$ cat config.mk
export PLATFORM = sky130hd
export DESIGN_NAME = jt6295_sched
export DESIGN_NICKNAME = d
export VERILOG_FILES = /design/src/rtl/jt6295_pkg.sv /design/src/rtl/jt6295_sched_ptr.sv /design/src/rtl/jt6295_sched.sv
export SDC_FILE = /design/constraint.sdc
export NUM_CORES = 1
export LEC_CHECK = 0
export ABC_AREA = 1
export BUFFER_PORTS_ARGS = -buffer_cell sky130_fd_sc_hd__buf_2
export CAP_MARGIN = 20
export CORE_MARGIN = 3
export CORE_UTILIZATION = 40
export DETAILED_ROUTE_END_ITERATION = 6
export PLACE_DENSITY_LB_ADDON = 0.25
export SLEW_MARGIN = 30
export SYNTH_ARGS = -nofsm -noshare
export SYNTH_HDL_FRONTEND = slang
export SYNTH_SLANG_ARGS = --single-unit
$ cat constraint.sdc
create_clock -name clk -period 7.7 [get_ports clk]
set_clock_uncertainty 0.2 [all_clocks]
set_input_delay 1.54 -clock clk [delete_from_list [all_inputs] [get_ports clk]]
set_output_delay 1.54 -clock clk [all_outputs]
set_load 0.01 [all_outputs]
$ cat src/rtl/jt6295_pkg.sv
`default_nettype none
// ============================================================================
// Module   : jt6295_pkg
// Purpose  : Shared constants and types for the jt6295 channel scheduler:
//            channel count, ROM address width, slot width and FSM state type.
// Revision : 1.0 - initial release
// ============================================================================
package jt6295_pkg;

    localparam int NCH = 4;       // playback channels
    localparam int AW  = 18;      // ROM byte address width
    localparam int SW  = 2;       // slot index width (log2 of NCH)

    typedef enum logic [0:0] {
        ST_IDLE  = 1'b0,
        ST_FETCH = 1'b1
    } state_t;

    // Isolates the lowest set bit so that simultaneous start requests
    // resolve to the lowest channel index.
    function automatic logic [NCH-1:0] lowest_bit(input logic [NCH-1:0] v);
        return v & (~v + 1'b1);
    endfunction

endpackage
`default_nettype wire

$ cat src/rtl/jt6295_sched_ptr.sv
`default_nettype none
// ============================================================================
// Module   : jt6295_sched_ptr
// Purpose  : Per-channel playback state: 19-bit nibble pointer, end byte
//            address and busy flag, with load, increment and end detection.
//            Also exposes the next-cycle values so the scheduler can start a
//            fetch with state updated in the same cycle.
// Revision : 1.0 - initial release
// ============================================================================
module jt6295_sched_ptr
    import jt6295_pkg::*;
(
    input  logic          clk,
    input  logic          rst,
    input  logic          i_load,
    input  logic          i_stop,
    input  logic          i_inc,
    input  logic [AW-1:0] i_start_addr,
    input  logic [AW-1:0] i_end_addr,
    output logic          o_busy,
    output logic          o_half,
    output logic          o_busy_nxt,
    output logic [AW-1:0] o_addr_nxt
);

    logic [AW:0]   r_ptr;
    logic [AW-1:0] r_end;
    logic          r_busy;

    logic [AW:0]   w_ptr_nxt;
    logic [AW-1:0] w_end_nxt;
    logic          w_busy_nxt;

    // Next-state: increment (with end detect on the low nibble of the last
    // byte), then load, then stop so that stop has the final word.
    always_comb begin
        w_ptr_nxt  = r_ptr;
        w_end_nxt  = r_end;
        w_busy_nxt = r_busy;
        if (i_inc) begin
            w_ptr_nxt = r_ptr + 1'b1;
            if (r_ptr[0] && (r_ptr[AW:1] == r_end)) begin
                w_busy_nxt = 1'b0;
            end
        end
        if (i_load) begin
            w_ptr_nxt  = {i_start_addr, 1'b0};
            w_end_nxt  = i_end_addr;
            w_busy_nxt = 1'b1;
        end
        if (i_stop) begin
            w_busy_nxt = 1'b0;
        end
    end

    // Channel state registers.
    always_ff @(posedge clk or posedge rst) begin
        if (rst) begin
            r_ptr  <= '0;
            r_end  <= '0;
            r_busy <= 1'b0;
        end else begin
            r_ptr  <= w_ptr_nxt;
            r_end  <= w_end_nxt;
            r_busy <= w_busy_nxt;
        end
    end

    assign o_busy     = r_busy;
    assign o_half     = r_ptr[0];
    assign o_busy_nxt = w_busy_nxt;
    assign o_addr_nxt = w_ptr_nxt[AW:1];

endmodule
`default_nettype wire

$ cat src/rtl/jt6295_sched.sv
`default_nettype none
// ============================================================================
// Module   : jt6295_sched
// Purpose  : Time-slot scheduler for four ADPCM channels. Each cen4 slot
//            issues one ROM byte fetch for the owning channel and returns the
//            selected nibble; a fetch still pending at the next cen4 is
//            reported as an overrun and retried on the channel's next slot.
// Options  : JT6295_SCHED_STATS_EN adds the saturating ovr_cnt output.
// Revision : 1.0 - initial release
// ============================================================================
module jt6295_sched
    import jt6295_pkg::*;
(
    input  logic           rst,
    input  logic           clk,
    input  logic           cen,
    input  logic           cen4,
    input  logic [NCH-1:0] ch_start,
    input  logic [NCH-1:0] ch_stop,
    input  logic [AW-1:0]  start_addr,
    input  logic [AW-1:0]  end_addr,
    output logic [NCH-1:0] busy,
    output logic [SW-1:0]  slot,
    output logic [AW-1:0]  rom_addr,
    output logic           rom_cs,
    input  logic [7:0]     rom_data,
    input  logic           rom_ok,
    output logic [3:0]     nibble,
    output logic           nibble_vld,
    output logic           overrun
`ifdef JT6295_SCHED_STATS_EN
    ,
    output logic [7:0]     ovr_cnt
`endif
);

    state_t         r_state;
    logic [SW-1:0]  r_slot;
    logic [AW-1:0]  r_addr;
    logic           r_cs;
    logic [3:0]     r_nib;
    logic           r_vld;
    logic           r_ovr;

    logic [NCH-1:0] w_start_sel;
    logic [NCH-1:0] w_load;
    logic [NCH-1:0] w_inc;
    logic [NCH-1:0] w_busy;
    logic [NCH-1:0] w_busy_nxt;
    logic [NCH-1:0] w_half;
    logic [AW-1:0]  w_addr_nxt [NCH];
    logic           w_fetch;
    logic           w_abort;
    logic           w_done;
    logic           w_ovr;
    logic [SW-1:0]  w_slot_nxt;

    assign w_start_sel = lowest_bit(ch_start);
    assign w_load      = w_start_sel & ~ch_stop;
    assign w_fetch     = (r_state == ST_FETCH);
    // A start or stop touching the fetching channel cancels the fetch.
    assign w_abort     = w_fetch & (w_start_sel[r_slot] | ch_stop[r_slot]);
    assign w_done      = w_fetch & rom_ok & ~w_abort;
    assign w_ovr       = w_fetch & cen4 & ~rom_ok & ~w_abort;
    assign w_slot_nxt  = cen ? '0 : r_slot + 1'b1;

    for (genvar n = 0; n < NCH; n++) begin : g_ch
        assign w_inc[n] = w_done & (r_slot == SW'(n));

        jt6295_sched_ptr u_ptr (
            .clk          (clk),
            .rst          (rst),
            .i_load       (w_load[n]),
            .i_stop       (ch_stop[n]),
            .i_inc        (w_inc[n]),
            .i_start_addr (start_addr),
            .i_end_addr   (end_addr),
            .o_busy       (w_busy[n]),
            .o_half       (w_half[n]),
            .o_busy_nxt   (w_busy_nxt[n]),
            .o_addr_nxt   (w_addr_nxt[n])
        );
    end

    // Slot FSM: completion of the old slot is taken first, then cen4 decides
    // whether the new slot fetches using that channel's updated state.
    always_ff @(posedge clk or posedge rst) begin
        if (rst) begin
            r_state <= ST_IDLE;
            r_slot  <= '1;
            r_addr  <= '0;
            r_cs    <= 1'b0;
            r_nib   <= '0;
            r_vld   <= 1'b0;
            r_ovr   <= 1'b0;
        end else begin
            r_vld <= w_done;
            r_ovr <= w_ovr;
            if (w_done) begin
                r_nib <= w_half[r_slot] ? rom_data[3:0] : rom_data[7:4];
            end
            if (cen4) begin
                r_slot <= w_slot_nxt;
                if (w_busy_nxt[w_slot_nxt]) begin
                    r_state <= ST_FETCH;
                    r_cs    <= 1'b1;
                    r_addr  <= w_addr_nxt[w_slot_nxt];
                end else begin
                    r_state <= ST_IDLE;
                    r_cs    <= 1'b0;
                end
            end else if (w_done || w_abort) begin
                r_state <= ST_IDLE;
                r_cs    <= 1'b0;
            end
        end
    end

`ifdef JT6295_SCHED_STATS_EN
    logic [7:0] r_ovr_cnt;

    // Saturating count of overrun events.
    always_ff @(posedge clk or posedge rst) begin
        if (rst) begin
            r_ovr_cnt <= '0;
        end else if (w_ovr && (r_ovr_cnt != 8'hFF)) begin
            r_ovr_cnt <= r_ovr_cnt + 8'd1;
        end
    end

    assign ovr_cnt = r_ovr_cnt;
`endif

    assign busy       = w_busy;
    assign slot       = r_slot;
    assign rom_addr   = r_addr;
    assign rom_cs     = r_cs;
    assign nibble     = r_nib;
    assign nibble_vld = r_vld;
    assign overrun    = r_ovr;

endmodule
`default_nettype wire

==> results.toml, run 1 <==
[sta]
slew-limit-headroom_pct = 37.4
rsz0062_at_grt = "no"
final_hold_viol_count = 0
maxSlewViolCount = 0
finalCritPeriodShare_pct = 52.1
max_freq_mhz = 249
final-setup-viol-count = 0
final.setup.tns_ps = 0
min_period_ps = 4010
tightestPinTransition_ps = 936

[worst_setup_path]
crit_fanout = 23
r2r_slack_ps = 3690
r2r_cells = 10
critical_path_buf_inv_count = 4
start_kind = "flop"
crit_arrival_ps = 4130
path_cells = "inv_2 -> ha_1 -> inv_1 -> nor2_1 -> buf_4 -> clkinv_1 -> nand3_2 -> nand2_4 -> nand2_4 -> o21ai_1"
reg2reg_from = "slot[0]"
setup.worst_path.class = "reg2reg"
crit_path_top_delay_cell = "dfstp_2"
cp.depth = 10
critPathLaunch = "slot[0]"
critical_path_required_ps = 7820
crit_path_frequent_cell = "nand2_4"
cpPeakStageDelay_ps = 870
cpLargestDelayFamily = "simple AND/OR/NAND/NOR gates"
r2r_end = "rom_cs"
endpoint_kind = "flop"

[route]
drcViolationCount = 0
drtPass1Iterations = 6
drtAntennaViolNets = 0
vias = 11100
avgRoutedWirePerCell_um = 20.1
finalWirelength_um = 42400
initialDrtViolationCount = 1207
viasPerCell = 5.29

[cts]
cts_num_sinks = 179
post-cts-setup-buffer-count = 0
cts-root-buf = "clkbuf_16"
cts_resized = 0
clk_path_buf_depth = 2
ctsHoldBuffers = 0
cts_tree = "built"
path_clk_slew_ps = 70
htreeDepth = 4
cts_buffers = 17
clock_latency_ps = 450

[layout]
multi_input_area_um2 = 5970
diodes = 0
layout_commonest_cell = "nand2_1"
final_core_util_pct = 45.9
layout_common_cells = "703 x nand2_1, 177 x dfrtp_1, 167 x nand3_1"
syn_to_final_growth_pct = 11.3
seq_area_um2 = 4480
final.fill_count = 2864
drive_gt1_share_pct = 9.92
final_area_um2 = 12600
nets = 1786

[pwr]
combPwrFrac_pct = 33.6
sw_frac_of_total_pct = 42.0
power_density_nw_per_um2 = 284
peakVddDrop_uv = 194
p_int_mw = 2.07
leakage_nw = 6.39
pwr-share-seq_pct = 41.2
p_total_mw = 3.57
clock_power_share_pct = 25.1
power.switching_mw = 1.50

[global_routing]
antenna_found_initial = 0
grt_max_degree = 111
grt-ovfl-total = 0
first_global_vias = 10900
grt_pass1_wl_um = 64900
grt_usage_pct = 28.1

[hold_path]
hold_path.class = "reg2reg"
whs_endpoint = "rom_addr[9]"
min_from = "rom_addr[9]"
hold-path-cell-count = 2

[synthesis]
async_flop_share_pct = 100
syn_avg_cell_area_um2 = 6.77
synth_fp_nets = 1731
ys.flop_type = "dfrtp_1"
ys_ff_latch = 179
synthesis.area_um2 = 11300
ys_seq_area_share_pct = 39.7
yosys.area.top_type = "dfrtp_1"
synth_top_area_share_pct = 39.3
yosysWarningCount = 0
syn_inst = 1666
synth_edf_count = 0
synth_cell_type_count = 38
synthTopCellsByArea = "dfrtp_1 39%, nand2_1 23%, nand3_1 7.4%"

[die]
die_y_um = 174
start_util_pct = 41.3
rows = 60
boundaryPins = 88
die_w_um = 174
coreArea_um2 = 27300
die-area_um2 = 30300

[place]
gp_congestion = 0.978
numPortBuffers = 87
dp_hpwl_um = 32000
placed_cell_area_um2 = 12000

[run]
cap_viol_max_count = 0

[status]
status = "finished clean"
-- how the worst max path moves through the flow --
stage                                end
floorplan           g_ch[0].u_ptr.o_busy
global placement            rom_addr[10]
detailed placement           rom_addr[0]
CTS                               rom_cs
global route                rom_addr[15]
finish                            rom_cs
-- metrics by stage --
| step | worst slack [ps] | std cells | hold WS (ps) |
|---|---|---|---|
| 3_3_place_gp | 3440 | 2074 | 274 |
| 4_1_cts | 3720 | 2106 | 295 |
| 5_1_grt | 3450 | 2106 | 315 |
| 6_report | 3690 | 2106 | 294 |
| 3_5_place_dp | 3410 | 2074 | 273 |
| 2_1_floorplan | 1100 | 1666 | 259 |
-- final cells by class --
cell class / count / share of cell area [%]
Multi-Input combinational cell: 1282 / 47.5
Sequential cell: 179 / 35.7
Inverter: 144 / 4.36
Timing Repair Buffer: 97 / 4.10
Tap cell: 372 / 3.71
Clock buffer: 19 / 3.53
Clock inverter: 13 / 1.09
-- cells by family after synthesis --
family,share of synthesized area [%]
AOI/OAI and AO/OA,6.81
xor gates and xnor gates,6.13
adders and majority gates,0.887
DFF,39.7
buffers and inverters,7.50
and+or+nand+nor,38.9
-- power by group through the flow --
stage / Sequential [mW] / Clock (mW) / Combinational (mW)
CTS: 1.46 / 0.907 / 1.19
detailed placement: 1.48 / 0 / 1.18
global placement: 1.48 / 0 / 1.17
global route: 1.50 / 0.948 / 1.35
floorplan: 1.40 / 0 / 0.822
finish: 1.47 / 0.897 / 1.20
-- state kept, by name, indices dropped and copies added (netlist names) --
signal,flops
rom_addr,18
slot,2
g_ch.u_ptr.r_end,72
overrun,1
rom_cs,1
g_ch.u_ptr.r_ptr,76
nibble,4
nibble_vld,1
g_ch.u_ptr.o_busy,4
-- synth_stat cells, types with 9 or more instances --
cell type  count
a21oi_1       12
and2_1        12
buf_2         11
clkbuf_1      34
dfrtp_1      177
inv_1        135
nand2_1      703
nand2_2       10
nand3_1      167
nand4_1       10
nor2_1       123
o21ai_0      106
o21ai_1        9
xnor2_1       26
xor2_1        53
-- routing by layer --
layer  up-vias  GRT usage (%)  wire length (um)
met2       487           43.8             18900
li1       5328              -                 -
met3        92           6.99              3570
met1      5224           37.3             17800
met4         0           12.2              2070
met5         -              0                 0
-- worst register-to-register path, delay by kind of cell, from the launching register on --
kind | cells | cell delay [ps]
DFF | 1 | 870
AOI/OAI and AO/OA | 1 | 120
adders and majority gates | 1 | 330
and+or+nand+nor | 4 | 1330
buffers and inverters | 4 | 1040
(Power assumes the default switching activity.)
==> run 2: changes to the inputs <==
==> constraint.sdc (replaced) <==
create_clock -name clk -period 3.3 [get_ports clk]
set_clock_uncertainty 0.2 [all_clocks]
set_input_delay 0.66 -clock clk [delete_from_list [all_inputs] [get_ports clk]]
set_output_delay 0.66 -clock clk [all_outputs]
set_load 0.01 [all_outputs]
==> run 2 against run 1 <==
Total power rose by 130%. Combinational power grew 130%. Wire length is 3.6% lower. Die area unchanged. Clock power grew 130%. Maximum frequency up 39%. Largest cell class unchanged.
==> results.toml, run 2 (same netlist as run 1, synthesis figures left out) <==
[worst_setup_path]
path_cells = "inv_1 -> ha_1 -> inv_1 -> nor2_1 -> clkinv_1 -> nand3_2 -> nand2_4 -> nand2_4 -> o21ai_1"
start_kind = "flop"
r2r_slack_ps = 420
critical_path_buf_inv_count = 3
cpLargestDelayFamily = "simple AND/OR/NAND/NOR gates"
crit_path_top_delay_cell = "dfstp_2"
cpPeakStageDelay_ps = 680
r2r_cells = 9
setup.worst_path.class = "reg2reg"
crit_fanout = 19
critical_path_required_ps = 3410
reg2reg_from = "slot[1]"
endpoint_kind = "flop"
r2r_end = "rom_cs"
crit_arrival_ps = 3000

[hold_path]
hold_path.class = "in2reg"
hold-path-cell-count = 3
whs_endpoint = "g_ch[2].u_ptr.r_end[16]"
min_from = "end_addr[16]"

[cts]
cts-root-buf = "clkbuf_16"
cts_tree = "built"
path_clk_slew_ps = 80
clock_latency_ps = 450
cts_resized = 0
clk_path_buf_depth = 2
cts_buffers = 17
cts_num_sinks = 179
htreeDepth = 4

[pwr]
combPwrFrac_pct = 33.7
power.switching_mw = 3.45
sw_frac_of_total_pct = 41.6
leakage_nw = 6.42
p_int_mw = 4.84
power_density_nw_per_um2 = 655
peakVddDrop_uv = 317
pwr-share-seq_pct = 41.3
p_total_mw = 8.29
clock_power_share_pct = 25.1

[sta]
maxSlewViolCount = 0
final-setup-viol-count = 0
min_period_ps = 2880
rsz0062_at_grt = "no"
final_hold_viol_count = 0
tightestPinTransition_ps = 836
finalCritPeriodShare_pct = 87.4
slew-limit-headroom_pct = 42.8
final.setup.tns_ps = 0
max_freq_mhz = 347

[place]
dp_hpwl_um = 30200
post-place-cells = 2083
gp_congestion = 0.951
numPortBuffers = 87
placed_cell_area_um2 = 12100

[run]
cap_viol_max_count = 0

[route]
drtAntennaViolNets = 0
drtPass1Iterations = 6
initialDrtViolationCount = 1088
avgRoutedWirePerCell_um = 19.3
vias = 11100
viasPerCell = 5.27
finalWirelength_um = 40900
drcViolationCount = 0

[layout]
finalNonFillerCells = 2116
largest-register = "g_ch.u_ptr.r_ptr"
final_area_um2 = 12700
layout_commonest_cell = "nand2_1"
nets = 1796
final_core_util_pct = 46.3
diodes = 0
layout_common_cells = "703 x nand2_1, 177 x dfrtp_1, 167 x nand3_1"
syn_to_final_growth_pct = 12.1
largest_reg_flops = 76
drive_gt1_share_pct = 10.4

[global_routing]
grt-ovfl-total = 0
antenna_found_initial = 0
grt_max_degree = 87
first_global_vias = 10700
grt_pass1_wl_um = 63300
grt_usage_pct = 27.3

[die]
start_util_pct = 41.3
boundaryPins = 88
coreArea_um2 = 27300
die_y_um = 174
rows = 60
die_w_um = 174
die-area_um2 = 30300

[status]
status = "finished clean"
## run 2: changes by cell type in the layout (fill, tap and decap cells not counted)
cell | before | now
buf_12 | 0 | 2
buf_4 | 9 | 17
buf_6 | 1 | 0
clkbuf_1 | 1 | 0
clkinv_4 | 2 | 0
clkinvlp_4 | 1 | 7
dlygate4sd3_1 | 0 | 1
inv_1 | 133 | 134
inv_2 | 7 | 6
inv_6 | 8 | 5
## run 2: cell type report
type,instances,area [um^2]
repair buffers,107,613
clock buffers,18,439
flip-flops and latches,179,4480
well taps,372,465
fillers,2861,14700
clock inverters,14,141
inverters,144,544
multi-input cells,1282,5970
## run 2: repair_timing
action                    CTS  global route
hold buffers                1             0
hold endpoints to repair    4             0
setup buffers               0             0
## run 2: worst reg2reg max path, stage by stage (launching register included)
cell      delay, ps
dfstp_2         680
inv_1           240
ha_1            350
inv_1            40
nor2_1          140
clkinv_1        380
nand3_2         270
nand2_4          70
nand2_4         260
o21ai_1         120
## run 2: worst max-delay path by stage
stage / to / cells after the start / start / slack [ps]
2_1_floorplan: g_ch[0].u_ptr.o_busy / 1 / rst / 150
3_3_place_gp: rom_cs / 13 / ch_start[0] / 410
3_5_place_dp: rom_cs / 14 / ch_start[0] / 360
4_1_cts: rom_cs / 9 / slot[1] / 490
5_1_grt: rom_addr[11] / 10 / slot[1] / 300
6_report: rom_cs / 9 / slot[1] / 420
## run 2: stage by stage
stage	setup slack (ps)	hold slack, ps
after global routing	300	254
after global placement	405	269
final	417	242
after floorplan	147	259
after CTS	486	242
after detailed placement	356	271
## run 2: metal layers
layer  wire [um]  share of wire, %  vias up  GRT usage, %
met5           0                 0        -             0
met4        1960               4.8        0          12.1
met3        3100               7.6       89          3.21
met2       18500                45      472          43.4
met1       17300                42     5246          37.6
li1            -                 -     5335             -
## run 2: power groups by stage
stage / sequential, mW / combinational, mW / clock, mW
after CTS: 3.40 / 2.77 / 2.10
after global routing: 3.49 / 3.17 / 2.20
after global placement: 3.43 / 2.73 / 0
final: 3.42 / 2.79 / 2.08
after floorplan: 3.26 / 1.92 / 0
after detailed placement: 3.43 / 2.76 / 0
